--- config.mk ---
export PLATFORM = sky130hd
export DESIGN_NAME = mac_result_drain_flat
export DESIGN_NICKNAME = d
export VERILOG_FILES = /design/src/rtl/mac_pkg.sv /design/src/rtl/mac_result_drain_if.sv /design/src/rtl/mac_drain_lane.sv /design/src/rtl/mac_result_drain.sv /design/src/flat_wrapper.sv
export SDC_FILE = /design/constraint.sdc
export NUM_CORES = 1
export LEC_CHECK = 0
export CAP_MARGIN = 20
export CORE_ASPECT_RATIO = 0.9
export CORE_UTILIZATION = 30
export CTS_BUF_LIST = sky130_fd_sc_hd__clkbuf_4
export CTS_CLUSTER_DIAMETER = 60
export CTS_CLUSTER_SIZE = 14
export DETAILED_ROUTE_END_ITERATION = 16
export GPL_TIMING_DRIVEN = 0
export PLACE_DENSITY = 0.59
export SLEW_MARGIN = 25
export SYNTH_ARGS = -nofsm -noshare
export SYNTH_HDL_FRONTEND = slang
export SYNTH_SLANG_ARGS = --single-unit
--- constraint.sdc ---
create_clock -name clk -period 3 [get_ports clk]
set_input_delay 0.6 -clock clk [delete_from_list [all_inputs] [get_ports clk]]
set_output_delay 0.6 -clock clk [all_outputs]
set_load 0.05 [all_outputs]
--- src/rtl/mac_pkg.sv ---
// Shared definitions for the MAC array result path: result width, lane
// count, lane-index width and the signed result type, plus small helpers
// used by the drain logic.
package mac_pkg;

   localparam int ACC_W  = 16;
   localparam int N_MACS = 4;
   localparam int LW     = $clog2(N_MACS);

   typedef logic signed [ACC_W-1:0] acc_t;
   typedef logic [LW-1:0]           lane_t;

   localparam lane_t LAST_LANE = lane_t'(N_MACS - 1);

   // Advance the round-robin lane pointer, wrapping after the last lane.
   function automatic lane_t next_lane(input lane_t lane);
      return (lane == LAST_LANE) ? '0 : lane + lane_t'(1);
   endfunction

   // Clamp negative results to zero; used only by the rectifying build.
   function automatic acc_t relu(input acc_t value);
      return value[ACC_W-1] ? '0 : value;
   endfunction

endpackage

--- src/rtl/mac_result_drain_if.sv ---
// Serialised result stream leaving the drain. The master side (the drain)
// drives data/lane/last/valid; the slave side (output buffer) drives ready.
//
// Handshake: a beat transfers on a rising edge where out_valid and
// out_ready are both high. Once out_valid is raised, out_data, out_lane and
// out_last stay stable and out_valid stays high until that transfer happens
// (only reset or flush can withdraw a beat). out_ready may change freely and
// has no combinational path back to out_valid.
interface mac_result_drain_if;
   import mac_pkg::*;

   acc_t  out_data;
   lane_t out_lane;
   logic  out_last;
   logic  out_valid;
   logic  out_ready;

   modport master (
      output out_data,
      output out_lane,
      output out_last,
      output out_valid,
      input  out_ready
   );

   modport slave (
      input  out_data,
      input  out_lane,
      input  out_last,
      input  out_valid,
      output out_ready
   );

endinterface

--- src/rtl/mac_drain_lane.sv ---
// Single-lane capture slot. Holds one result until the output register
// takes it. A capture arriving while the slot is still full is dropped and
// reported as a one-cycle overrun pulse, unless the slot is being drained on
// that same edge, in which case the new value simply replaces the old one.
module mac_drain_lane
   import mac_pkg::*;
(
   input  logic clk,
   input  logic rst,
   input  logic flush,
   input  logic capture,
   input  logic drain,
   input  acc_t acc_in,
   output acc_t slot,
   output logic pending,
   output logic overrun_pulse
);

   logic accept;

   // The slot can take a new value when it is empty or emptying this cycle.
   assign accept = capture && (!pending || drain);

   // Dropped capture: slot full and not being emptied. Flush discards inputs,
   // so a capture during flush is not an overrun.
   assign overrun_pulse = capture && pending && !drain && !flush;

   // Slot storage and pending flag; flush behaves like reset for one cycle.
   always_ff @(posedge clk) begin
      if (rst || flush) begin
         slot    <= '0;
         pending <= 1'b0;
      end else if (accept) begin
         slot    <= acc_in;
         pending <= 1'b1;
      end else if (drain) begin
         pending <= 1'b0;
      end
   end

endmodule

--- src/rtl/mac_result_drain.sv ---
// Read-side consumer of the 2x2 MAC array. Each lane's result is captured
// on its valid pulse into a private slot, then the slots are emitted one at
// a time on a single ready/valid stream in strict lane order 0,1,2,3,0,...
// out_last marks the beat from the final lane of a tile.
//
// Optional build macro MAC_DRAIN_RELU_EN: negative results are replaced by
// zero as they enter the output register (slots keep the raw value).
module mac_result_drain
   import mac_pkg::*;
(
   input  logic                 clk,
   input  logic                 rst,
   input  logic                 flush,
   input  acc_t                 acc_in_0,
   input  acc_t                 acc_in_1,
   input  acc_t                 acc_in_2,
   input  acc_t                 acc_in_3,
   input  logic [N_MACS-1:0]    valid_in,
   mac_result_drain_if.master   out_if,
   output logic                 overrun,
   output logic                 busy
);

   acc_t                acc_in [N_MACS];
   acc_t                slot   [N_MACS];
   logic [N_MACS-1:0]   pending;
   logic [N_MACS-1:0]   drain;
   logic [N_MACS-1:0]   overrun_pulse;
   lane_t               head;
   logic                out_free;
   logic                load;
   acc_t                head_value;
   acc_t                load_value;

   assign acc_in[0] = acc_in_0;
   assign acc_in[1] = acc_in_1;
   assign acc_in[2] = acc_in_2;
   assign acc_in[3] = acc_in_3;

   // The output register may take a new beat when empty or transferring now.
   assign out_free = !out_if.out_valid || out_if.out_ready;

   // Only the head lane may be loaded; other pending lanes wait their turn.
   assign load = out_free && pending[head];

   assign head_value = slot[head];

`ifdef MAC_DRAIN_RELU_EN
   assign load_value = relu(head_value);
`else
   assign load_value = head_value;
`endif

   for (genvar i = 0; i < N_MACS; i++) begin : g_lane
      assign drain[i] = load && (head == lane_t'(i));

      mac_drain_lane u_lane (
         .clk           (clk),
         .rst           (rst),
         .flush         (flush),
         .capture       (valid_in[i]),
         .drain         (drain[i]),
         .acc_in        (acc_in[i]),
         .slot          (slot[i]),
         .pending       (pending[i]),
         .overrun_pulse (overrun_pulse[i])
      );
   end

   // Head pointer steps to the next lane each time the head slot is emitted.
   always_ff @(posedge clk) begin
      if (rst || flush) begin
         head <= '0;
      end else if (load) begin
         head <= next_lane(head);
      end
   end

   // Output register: load the head slot when free, otherwise hold; go idle
   // only when the register is free and the head lane has nothing to send.
   always_ff @(posedge clk) begin
      if (rst || flush) begin
         out_if.out_data  <= '0;
         out_if.out_lane  <= '0;
         out_if.out_last  <= 1'b0;
         out_if.out_valid <= 1'b0;
      end else if (load) begin
         out_if.out_data  <= load_value;
         out_if.out_lane  <= head;
         out_if.out_last  <= (head == LAST_LANE);
         out_if.out_valid <= 1'b1;
      end else if (out_free) begin
         out_if.out_valid <= 1'b0;
      end
   end

   // Sticky overrun flag, cleared only by reset or flush.
   always_ff @(posedge clk) begin
      if (rst || flush) begin
         overrun <= 1'b0;
      end else if (|overrun_pulse) begin
         overrun <= 1'b1;
      end
   end

   assign busy = (|pending) || out_if.out_valid;

endmodule

--- src/flat_wrapper.sv ---
// flat-port wrapper written by rule: the top's interface ports become plain ports
module mac_result_drain_flat import mac_pkg::*;
  (clk, rst, flush, acc_in_0, acc_in_1, acc_in_2, acc_in_3, valid_in, overrun, busy, out_if_out_data, out_if_out_lane, out_if_out_last, out_if_out_valid, out_if_out_ready);
  mac_result_drain_if out_if_i ();
  input  logic clk;
  input  logic rst;
  input  logic flush;
  input  acc_t acc_in_0;
  input  acc_t acc_in_1;
  input  acc_t acc_in_2;
  input  acc_t acc_in_3;
  input  logic [N_MACS-1:0] valid_in;
  output logic overrun;
  output logic busy;
  output wire logic [$bits(out_if_i.out_data)-1:0] out_if_out_data;
  output wire logic [$bits(out_if_i.out_lane)-1:0] out_if_out_lane;
  output wire logic [$bits(out_if_i.out_last)-1:0] out_if_out_last;
  output wire logic [$bits(out_if_i.out_valid)-1:0] out_if_out_valid;
  input wire logic [$bits(out_if_i.out_ready)-1:0] out_if_out_ready;
  assign out_if_out_data = out_if_i.out_data;
  assign out_if_out_lane = out_if_i.out_lane;
  assign out_if_out_last = out_if_i.out_last;
  assign out_if_out_valid = out_if_i.out_valid;
  assign out_if_i.out_ready = out_if_out_ready;
  mac_result_drain u_core (.clk(clk), .rst(rst), .flush(flush), .acc_in_0(acc_in_0), .acc_in_1(acc_in_1), .acc_in_2(acc_in_2), .acc_in_3(acc_in_3), .valid_in(valid_in), .out_if(out_if_i), .overrun(overrun), .busy(busy));
endmodule
After elaboration in Yosys (flattened, before gate mapping)
Cells that the tools add are included.
{"block": "word_totals", "out_inout_bits": 22, "wordCells": 83, "reg_bits": 91, "in_bits": 72}
{"block": "op_classes", "n_eq_ne": 3, "order_cmp": 2, "n_mux": 16, "n_bitwise": 1, "n_addsub": 1, "reduce_logical": 46}
{"cell": "binary-select mux 16 bit (select 2 bit)", "count": 1}
{"cell": "two-way mux 16 bit", "count": 2}
{"cell": "logical AND 1 bit", "count": 21}
{"cell": "two-way mux 1 bit", "count": 11}
{"cell": "logical NOT 1 bit", "count": 10}
{"cell": "nonzero test 2 bit", "count": 5}
{"cell": "OR reduction 4 bit", "count": 2}
{"cell": "logical OR 1 bit", "count": 7}
{"cell": "== test 2 bit (second input constant)", "count": 2}
{"cell": ">= comparator 3 bit (second input constant)", "count": 1}
{"cell": "< comparator 2 x 3 -> 1 bit (second input constant)", "count": 1}
{"cell": "inverter 2 -> 3 bit", "count": 1}
{"cell": "adder 2 x 1 -> 2 bit (second input constant)", "count": 1}
{"cell": "binary-select mux 1 bit (select 2 bit)", "count": 1}
{"cell": "== test 2 x 1 -> 1 bit (second input constant)", "count": 1}
{"cell": "logical NOT 2 bit", "count": 1}
{"cell": "two-way mux 2 bit", "count": 1}

Depth between registers and ports, before layout
Gate-level depths: netlist of run 1.
{"block": "depth", "ltp_word": 8, "depth_mapped": 10, "ltp_nobuf": 7}

Cells and area by module
Synthesis of run 1 repeated with hierarchy kept, for this count alone.
{"block": "hier_totals", "hier_cells": 462, "hier_area_um2": 4247.8}
{"mod": "mac_drain_lane", "n_inst": 4, "cells_per_inst": 79, "area_each_um2": 714.4}
{"mod": "mac_result_drain", "n_inst": 1, "cells_per_inst": 146, "area_each_um2": 1390.1}

Worst setup path before layout of run 1
Ideal clock, no wire load.
{"block": "synth_path", "path_type": "reg-to-reg", "start": "register u_core.head[1]", "end": "register u_core.g_lane[1].u_lane.slot[0]", "setup_slack_ns": 0.523, "setup_ns": 0.128, "path_stages_with_launch": 10, "t_arrival_ns": 2.350, "required_ns": 2.872, "cell_sequence": "dfxtp_1 > buf_2 > buf_2 > inv_1 > ha_1 > nor4b_2 > o31ai_4 > buf_4 > mux2i_1 > nor2_1"}
{"block": "synth_between", "elab_chain_len": 6, "elab_cells_between_ends": 7}
{"element": "start: declaration", "line_no": "mac_result_drain.sv:29", "source": "lane_t head;"}
{"element": "start signal: assignment", "line_no": "mac_result_drain.sv:75", "source": "head <= next_lane(head);"}
{"element": "binary-select mux 1 bit (select 2 bit)", "line_no": "mac_result_drain.sv:44", "source": "assign load = out_free && pending[head];"}
{"element": "two-way mux 1 bit (implied by the code)", "line_no": "mac_result_drain.sv:44"}
{"element": "logical AND 1 bit", "line_no": "mac_result_drain.sv:44"}
{"element": "logical AND 1 bit *", "line_no": "mac_result_drain.sv:55", "source": "assign drain[i] = load && (head == lane_t'(i));"}
{"element": "logical OR 1 bit *", "line_no": "mac_drain_lane.sv:22", "source": "assign accept = capture && (!pending || drain);"}
{"element": "logical AND 1 bit *", "line_no": "mac_drain_lane.sv:22"}
{"element": "end signal: assignment", "line_no": "mac_drain_lane.sv:34", "source": "slot <= acc_in;"}
{"element": "end: declaration", "line_no": "mac_drain_lane.sv:14", "source": "output acc_t slot,"}
Every way passes the cells marked *; elsewhere a longest branch is shown, timed or not. The select of a mux whose other input is x is not followed.
A chain may end at the register's enable or synchronous reset.

Final worst setup path of run 1
Ends and elaborated chain as after synthesis.

==> impl_results.md, run 1 <==
- Status: finished, final reports clean
- Placed cells: between 600 and 700
- GRT met3 Usage: 4.649%
- Commonest non-fill, non-tap cell in the layout: clkdlybuf4s50_1
- Final setup viols: 0
- Commonest cells after routing, fill and taps aside: clkdlybuf4s50_1 (93), dfxtp_1 (91), nand2_1 (78)
- CTS Root Cell: clkbuf_4
- Post-Syn Nets: 472
- Mux contribution to synthesized area: 26.42%
- Worst Skew: around 19 ps
- Drt pass-1 iters: 5
- First-pass GRT wire length: 16,590 um
- Layout cells sized above 1: 10.28%
- DR vias: 3,155
- VDD IR-drop max: 0.0001979 V
- Simple-gate share of the synthesized area: 15.60%
- Hold path cells: 2
- FMAX: 365.7 MHz
- Routability cong.: about 0.78
- Vert. Die Dim: 110.5 um
- FF+latch count, synth: between 90 and 100
- Syn Std Cell Area: 3921 um^2
- CTS H-Tree Depth: 3
- Leakage dissipation: 1.968 nW
- P per Cell Area: 448.0 nW/um^2
- Tightest Pin Transition: 687.7 ps
- Clock latency on the worst-skew pair: 450 ps
- Overall power: around 2.3 mW
- Slew Limit Fails: 0
- M2 GR Usage: approximately a quarter
- Initial antenna violation count: 0
- Crit path time final: 2735 ps
- Adder-cell share of the synthesized area: 1.276%
- Core area: 12,740 um^2
- Total gr overflow: 0
- Worst EP required: 3320 ps
- Largest family of logic cells by synthesized area: multiplexers
- Die Footprint: 13,530 um^2
- Reg2reg path depth: 10
- CTS buffer count: 9
- Initial Util: 30.79%
- Crit path launch type: flip-flop
- Final Util: 41.05%
- Clk pin slew, worst setup/hold paths: 160 ps
- Final cell count without fillers: 670
- Buffers on Ports: 93
- Layer with the highest usage: met2
- Arrival @ worst endpoint: 3050 ps
- Clock sinks: 91
- Post-synthesis xor/xnor area fraction: 0%
- Max_slew headroom: a little over half
- Area growth syn-to-layout: 33.31%
- Endpoints failing hold: 0
- Met1 Use GR: 20.51%
- HPWL after DPL: 8049 um
- Antenna-violating nets left: 0
- Part of the cycle the worst path needs: 91.15%
- Row count: 39
- Worst Hold Class: flip-flop to flip-flop
- # IOs: 94
- Mapped Avg Cell Area: 9.902 um^2
- Vias in the first global route: approximately 3,200
- GRT Total Usage: 16.28%
- CTS tree: done
- Hold slack: around 460 ps
- Fillers: 1,255
- Clk buf depth: 2
- Number of warnings issued by yosys: 0
- Final WL: 10,500 um
- Register area share after synthesis: 46.46%
- Post-Syn Instances: 396
- Worst Setup End Kind: flip-flop
- Wire length per cell after detailed routing: between 15 and 20 um
- Post-synthesis compound-gate area fraction: 5.903%
- Final #Nets: 577
- First DRT Iteration DRCs: 123
- Pin count of the biggest net entering global routing: 16
- Die Wd: 122.5 um
- Worst-path fanout max: 10
- Ant diodes: 0
- Residual DRC: 0
- Max-Cap Viols: 0
- Routed vias/inst: 4.709
- Post-synthesis cell type count: 32
- RSZ-0062 raised after global routing: no
- TNS Setup: 0 ps
- Worst Setup Path Type: flip-flop to flip-flop
==> cells by family (layout without fill, tap and decap cells) <==
family          count (synthesis)  in the layout
mux                            83             83
fa+ha+maj                       4              4
compound gates                 35             35
simple gates                  149            149
buf+inv                        34            144
flops                          91             91
==> worst paths after layout <==
kind                                   start                              end  slack (ps)
setup / recovery              u_core.head[1]  u_core.g_lane[1].u_lane.slot[0]         270
hold / removal    u_core.out_if.out_data[10]       u_core.out_if.out_data[10]         460
setup reg to reg              u_core.head[1]  u_core.g_lane[1].u_lane.slot[0]         270
hold reg to reg   u_core.out_if.out_data[10]       u_core.out_if.out_data[10]         460
==> registers in the layout, summed over array words and instances (netlist names) <==
register	cells
u_core.g_lane.u_lane.pending	4
u_core.g_lane.u_lane.slot	64
u_core.head	2
u_core.out_if.out_data	16
u_core.out_if.out_lane	2
u_core.out_if.out_last	1
u_core.out_if.out_valid	1
u_core.overrun	1
==> synth_stat cells (all sizes together) <==
cell	count	area share [%]
dfxtp	91	46
nand2	78	7.5
mux2i	66	17
nor2	55	5.3
a21oi	26	3.6
mux4	16	9.2
clkbuf	14	1.4
buf	12	2.2
inv	8	0.77
nor3	5	0.64
ha	4	1.3
a31oi	3	0.48
nor4	2	0.32
nor4b	2	0.77
o21ai	2	0.26
o31ai	2	1.1
or2	2	0.32
a21boi	1	0.19
mux2	1	0.29
nand2b	1	0.16
nand3	1	0.13
nand4	1	0.16
nand4b	1	0.22
nor2b	1	0.16
o41a	1	0.29
==> timing repair <==
action,in CTS,in global routing
resized for setup,0,1
endpoints found under the hold margin,0,0
endpoints found under the setup margin,10,12
buffers inserted,1,0
hold buffers,0,0
pin swaps,1,0
==> per-layer routing <==
layer	routed length (um)	up-vias
li1	-	1558
met1	4686	1478
met2	4921	93
met3	581	26
met4	307	0
met5	0	-
==> critical path: stages (launching register included) <==
cell      delay, ps
dfxtp_1         520
clkbuf_4        350
buf_2           360
inv_1           110
ha_1            210
nand2_1          70
nor3_1           80
o31ai_4         360
buf_4           290
mux2i_1         210
nor2_1           60
==> final cells by class <==
type,count,area (um^2),share of cell area (%)
Sequential cell,91,1822,34.85
Clock inverter,7,92.59,1.771
Tap cell,164,205.2,3.925
Multi-Input combinational cell,271,1929,36.91
Clock buffer,9,67.56,1.292
Buffer,26,142.6,2.729
Inverter,8,30.03,0.5744
Timing Repair Buffer,94,938.4,17.95
==> power by group <==
group	total, mW	internal, mW	switching [mW]	leakage [nW]
logic	0.324	0.172	0.152	1.15
clock network	0.757	0.336	0.422	0.0812
registers	1.26	1.24	0.0188	0.739
==> through the flow <==
step | area (um^2) | setup slack, ps
after floorplan | 3921 | 522.7
after global placement | 5057 | -72.61
after detailed placement | 5057 | -147.0
after CTS | 5225 | 143.4
after global routing | 5228 | 13.89
final | 5228 | 265.4
Note: power is estimated with default switching activity, not from simulation.
==> run 2: changes to the inputs <==
CORE_ASPECT_RATIO = 0.6   (was 0.9)
==> run 2 against run 1 <==
Net effect: first-iteration DRC count grew 60%; clock skew shrank 5.5 ps; global-route usage grew 0.94 points; worst hold slack lost 5.2 ps; die area grew 0.11%; sequential share of layout area grew 0.10 points; critical endpoint is now u_core.g_lane[1].u_lane.slot[11]; largest cell class unchanged.
==> impl_results.md, run 2 (synthesis gave the netlist of run 1 again) <==
- Slew Limit Fails: 0 (unchanged)
- Largest regs: u_core.g_lane.u_lane.slot (64), u_core.out_if.out_data (16), u_core.g_lane.u_lane.pending (4) (unchanged)
- Clock share of power: 31.4% (was 32.3%)
- CTS tree: done (unchanged)
- Endpoints failing hold: 0 (unchanged)
- Drt pass-1 iters: 5 (unchanged)
- Max-Cap Viols: 0 (unchanged)
- Vert. Die Dim: 90.56 um (was 110.5 um)
- RSZ-0062 raised after global routing: no (unchanged)
- Commonest cells after routing, fill and taps aside: clkdlybuf4s50_1 (93), dfxtp_1 (91), nand2_1 (78) (unchanged)
- Clk buf depth: 2 (unchanged)
- Hold_sp: u_core.out_if.out_data[10] (unchanged)
- Worst Setup End Kind: flip-flop (unchanged)
- Layout cells sized above 1: 9.921% (was 10.28%)
- Die Wd: 149.6 um (was 122.5 um)
- Met1 Use GR: 26.38% (was 20.51%)
- Row count: 31 (was 39)
- Reg power frac: 54.5% (was 53.8%)
- Initial antenna violation count: 0 (unchanged)
- P per Cell Area: 444.0 nW/um^2 (was 448.0 nW/um^2)
- Hold path cells: 2 (unchanged)
- Leakage dissipation: 1.962 nW (was 1.968 nW)
- Post-Place Worst Slack: -150.0 ps (was -147.0 ps)
- Post-CTS Hold Fix Bufs: 0 (unchanged)
- Clock latency on the worst-skew pair: 440 ps (was 450 ps)
- Residual DRC: 0 (unchanged)
- GRT Total Usage: 17.21% (was 16.28%)
- DR vias: 3,152 (was 3,155)
- Sw Ratio: 24.72% (was 25.29%)
- Top reg by flops: u_core.g_lane.u_lane.slot (unchanged)
- Overall power: 2.315 mW (was 2.342 mW)
- Reg2reg path depth: 9 (was 10)
- Wire length per cell after detailed routing: 16.60 um (was 15.67 um)
- Status: finished, final reports clean (unchanged)
- Final setup viols: 0 (unchanged)
- Final WL: 11,100 um (was 10,500 um)
- R2R Setup Slk: 460 ps (was 270 ps)
- GRT met3 Usage: 4.697% (was 4.649%)
- Max_slew headroom: 54.76% (was 54.15%)
- Clock sinks: 91 (unchanged)
- Pin count of the biggest net entering global routing: 15 (was 16)
- Ant diodes: 0 (unchanged)
- Initial Util: 31.59% (was 30.79%)
- Antenna-violating nets left: 0 (unchanged)
- CTS H-Tree Depth: 3 (unchanged)
- Hold endpoint: u_core.out_if.out_data[10] (unchanged)
- Crit path launch type: flip-flop (unchanged)
- Gate power share: 14.1% (was 13.8%)
- Worst EP required: 3320 ps (about the same)
- Final worst slack: 463.1 ps (was 265.4 ps)
- Routability cong.: 0.8523 (was 0.7756)
- Power Internal: 1.743 mW (was 1.750 mW)
- Arrival @ worst endpoint: 2860 ps (was 3050 ps)
- Final #Nets: 576 (was 577)
- M2 GR Usage: 23.53% (was 26.29%)
- Core area: 12,410 um^2 (was 12,740 um^2)
- Clk pin slew, worst setup/hold paths: 130 ps (was 160 ps)
- Routed vias/inst: 4.712 (was 4.709)
- Critical path origin: u_core.head[1] (unchanged)
- Layer with the highest usage: met1 (was met2)
- Crit path time final: 2537 ps (was 2735 ps)
- Area growth syn-to-layout: 32.93% (was 33.31%)
- Worst Setup Path Type: flip-flop to flip-flop (unchanged)
- CTS Root Cell: clkbuf_4 (unchanged)
- Total gr overflow: 0 (unchanged)
- # IOs: 94 (unchanged)
- HPWL after DPL: 8715 um (was 8049 um)
- First-pass GRT wire length: 17,310 um (was 16,590 um)
- VDD IR-drop max: 0.0001856 V (was 0.0001979 V)
- Buffers on Ports: 93 (unchanged)
- R2r endpoint: u_core.g_lane[1].u_lane.slot[11] (was u_core.g_lane[1].u_lane.slot[0])
- Max FFs per register: 64 (unchanged)
- Fillers: 1,243 (was 1,255)
- Worst R2R Start: u_core.head[1] (unchanged)
- Worst Hold Class: flip-flop to flip-flop (unchanged)
- Die Footprint: 13,550 um^2 (was 13,530 um^2)
- Worst-path fanout max: 19 (was 10)
- Tightest Pin Transition: 678.6 ps (was 687.7 ps)
- Part of the cycle the worst path needs: 84.56% (was 91.15%)
- Switch Pwr: 572.1 uW (was 592.3 uW)
- CTS buffer count: 9 (unchanged)
- Vias in the first global route: 3,101 (was 3,247)
- First DRT Iteration DRCs: 197 (was 123)
- Worst Skew: 13.21 ps (was 18.68 ps)
- FMAX: 394.2 MHz (was 365.7 MHz)
- Commonest non-fill, non-tap cell in the layout: clkdlybuf4s50_1 (unchanged)
==> run 2: changes by cell type in the layout (fill, tap and decap cells not counted) <==
cell        previous run  this run
clkinv_2               0         1
clkinvlp_4             1         0
buf_2                  5         4
clkinv_4               2         1
==> run 2: metal layers <==
metal	part of all wire, %	wire length [um]	up-vias
li1	-	-	1558
met1	54	5944	1496
met2	40	4482	93
met3	5.6	621	5
met4	0.49	54	0
met5	0	0	-
==> run 2: worst max path at each step <==
stage	end	slack, ps
2_1_floorplan	u_core.g_lane[1].u_lane.slot[0]	520
3_3_place_gp	u_core.g_lane[1].u_lane.slot[11]	-90
3_5_place_dp	u_core.g_lane[1].u_lane.slot[13]	-150
4_1_cts	u_core.g_lane[1].u_lane.slot[13]	100
5_1_grt	u_core.g_lane[1].u_lane.slot[11]	220
6_report	u_core.g_lane[1].u_lane.slot[11]	460
==> run 2: power by group through the flow <==
stage	clock network (mW)	registers, mW	logic, mW
finish	0.727	1.26	0.326
global route	0.805	1.27	0.349
CTS	0.742	1.26	0.328
detailed placement	0	1.29	0.325
global placement	0	1.29	0.322
floorplan	0	1.29	0.165
==> run 2: final cells by class <==
cell class	instances	area, um^2	area share, %
Clock buffer	9	67.56	1.296
Inverter	8	30.03	0.5761
Tap cell	165	206.4	3.961
Sequential cell	91	1822	34.95
Clock inverter	6	81.33	1.560
Multi-Input combinational cell	271	1929	37.01
Timing Repair Buffer	94	938.4	18.00
Buffer	25	137.6	2.640
==> run 2: what timing repair did <==
item / 4_1_cts / 5_1_grt
buffers inserted: 1 / 0
cloned: 0 / 0
pin swaps: 1 / 0
gates resized for setup: 0 / 1
setup endpoints to repair: 10 / 14
==> run 2: through the flow <==
| step | cells | area, um^2 | hold WS (ps) | utilization [%] | setup TNS, ps |
|---|---|---|---|---|---|
| after floorplan | 396 | 3921 | 431.8 | - | 0 |
| after CTS | 670 | 5215 | 463.7 | 42.02 | 0 |
| after global routing | 669 | 5213 | 483.4 | 42.00 | 0 |
| after global placement | 654 | 5059 | 439.1 | 40.76 | -836.1 |
| after detailed placement | 654 | 5059 | 446.1 | 40.76 | -1372 |
| final | 669 | 5213 | 458.5 | 42.00 | 0 |
==> run 2: critical path, cell delays in order (launching register included) <==
cell	delay (ps)
dfxtp_1	530
clkbuf_4	470
inv_1	130
ha_1	220
nand2_1	70
nor3_1	80
o31ai_4	350
buf_4	290
mux2i_1	220
nor2_1	50
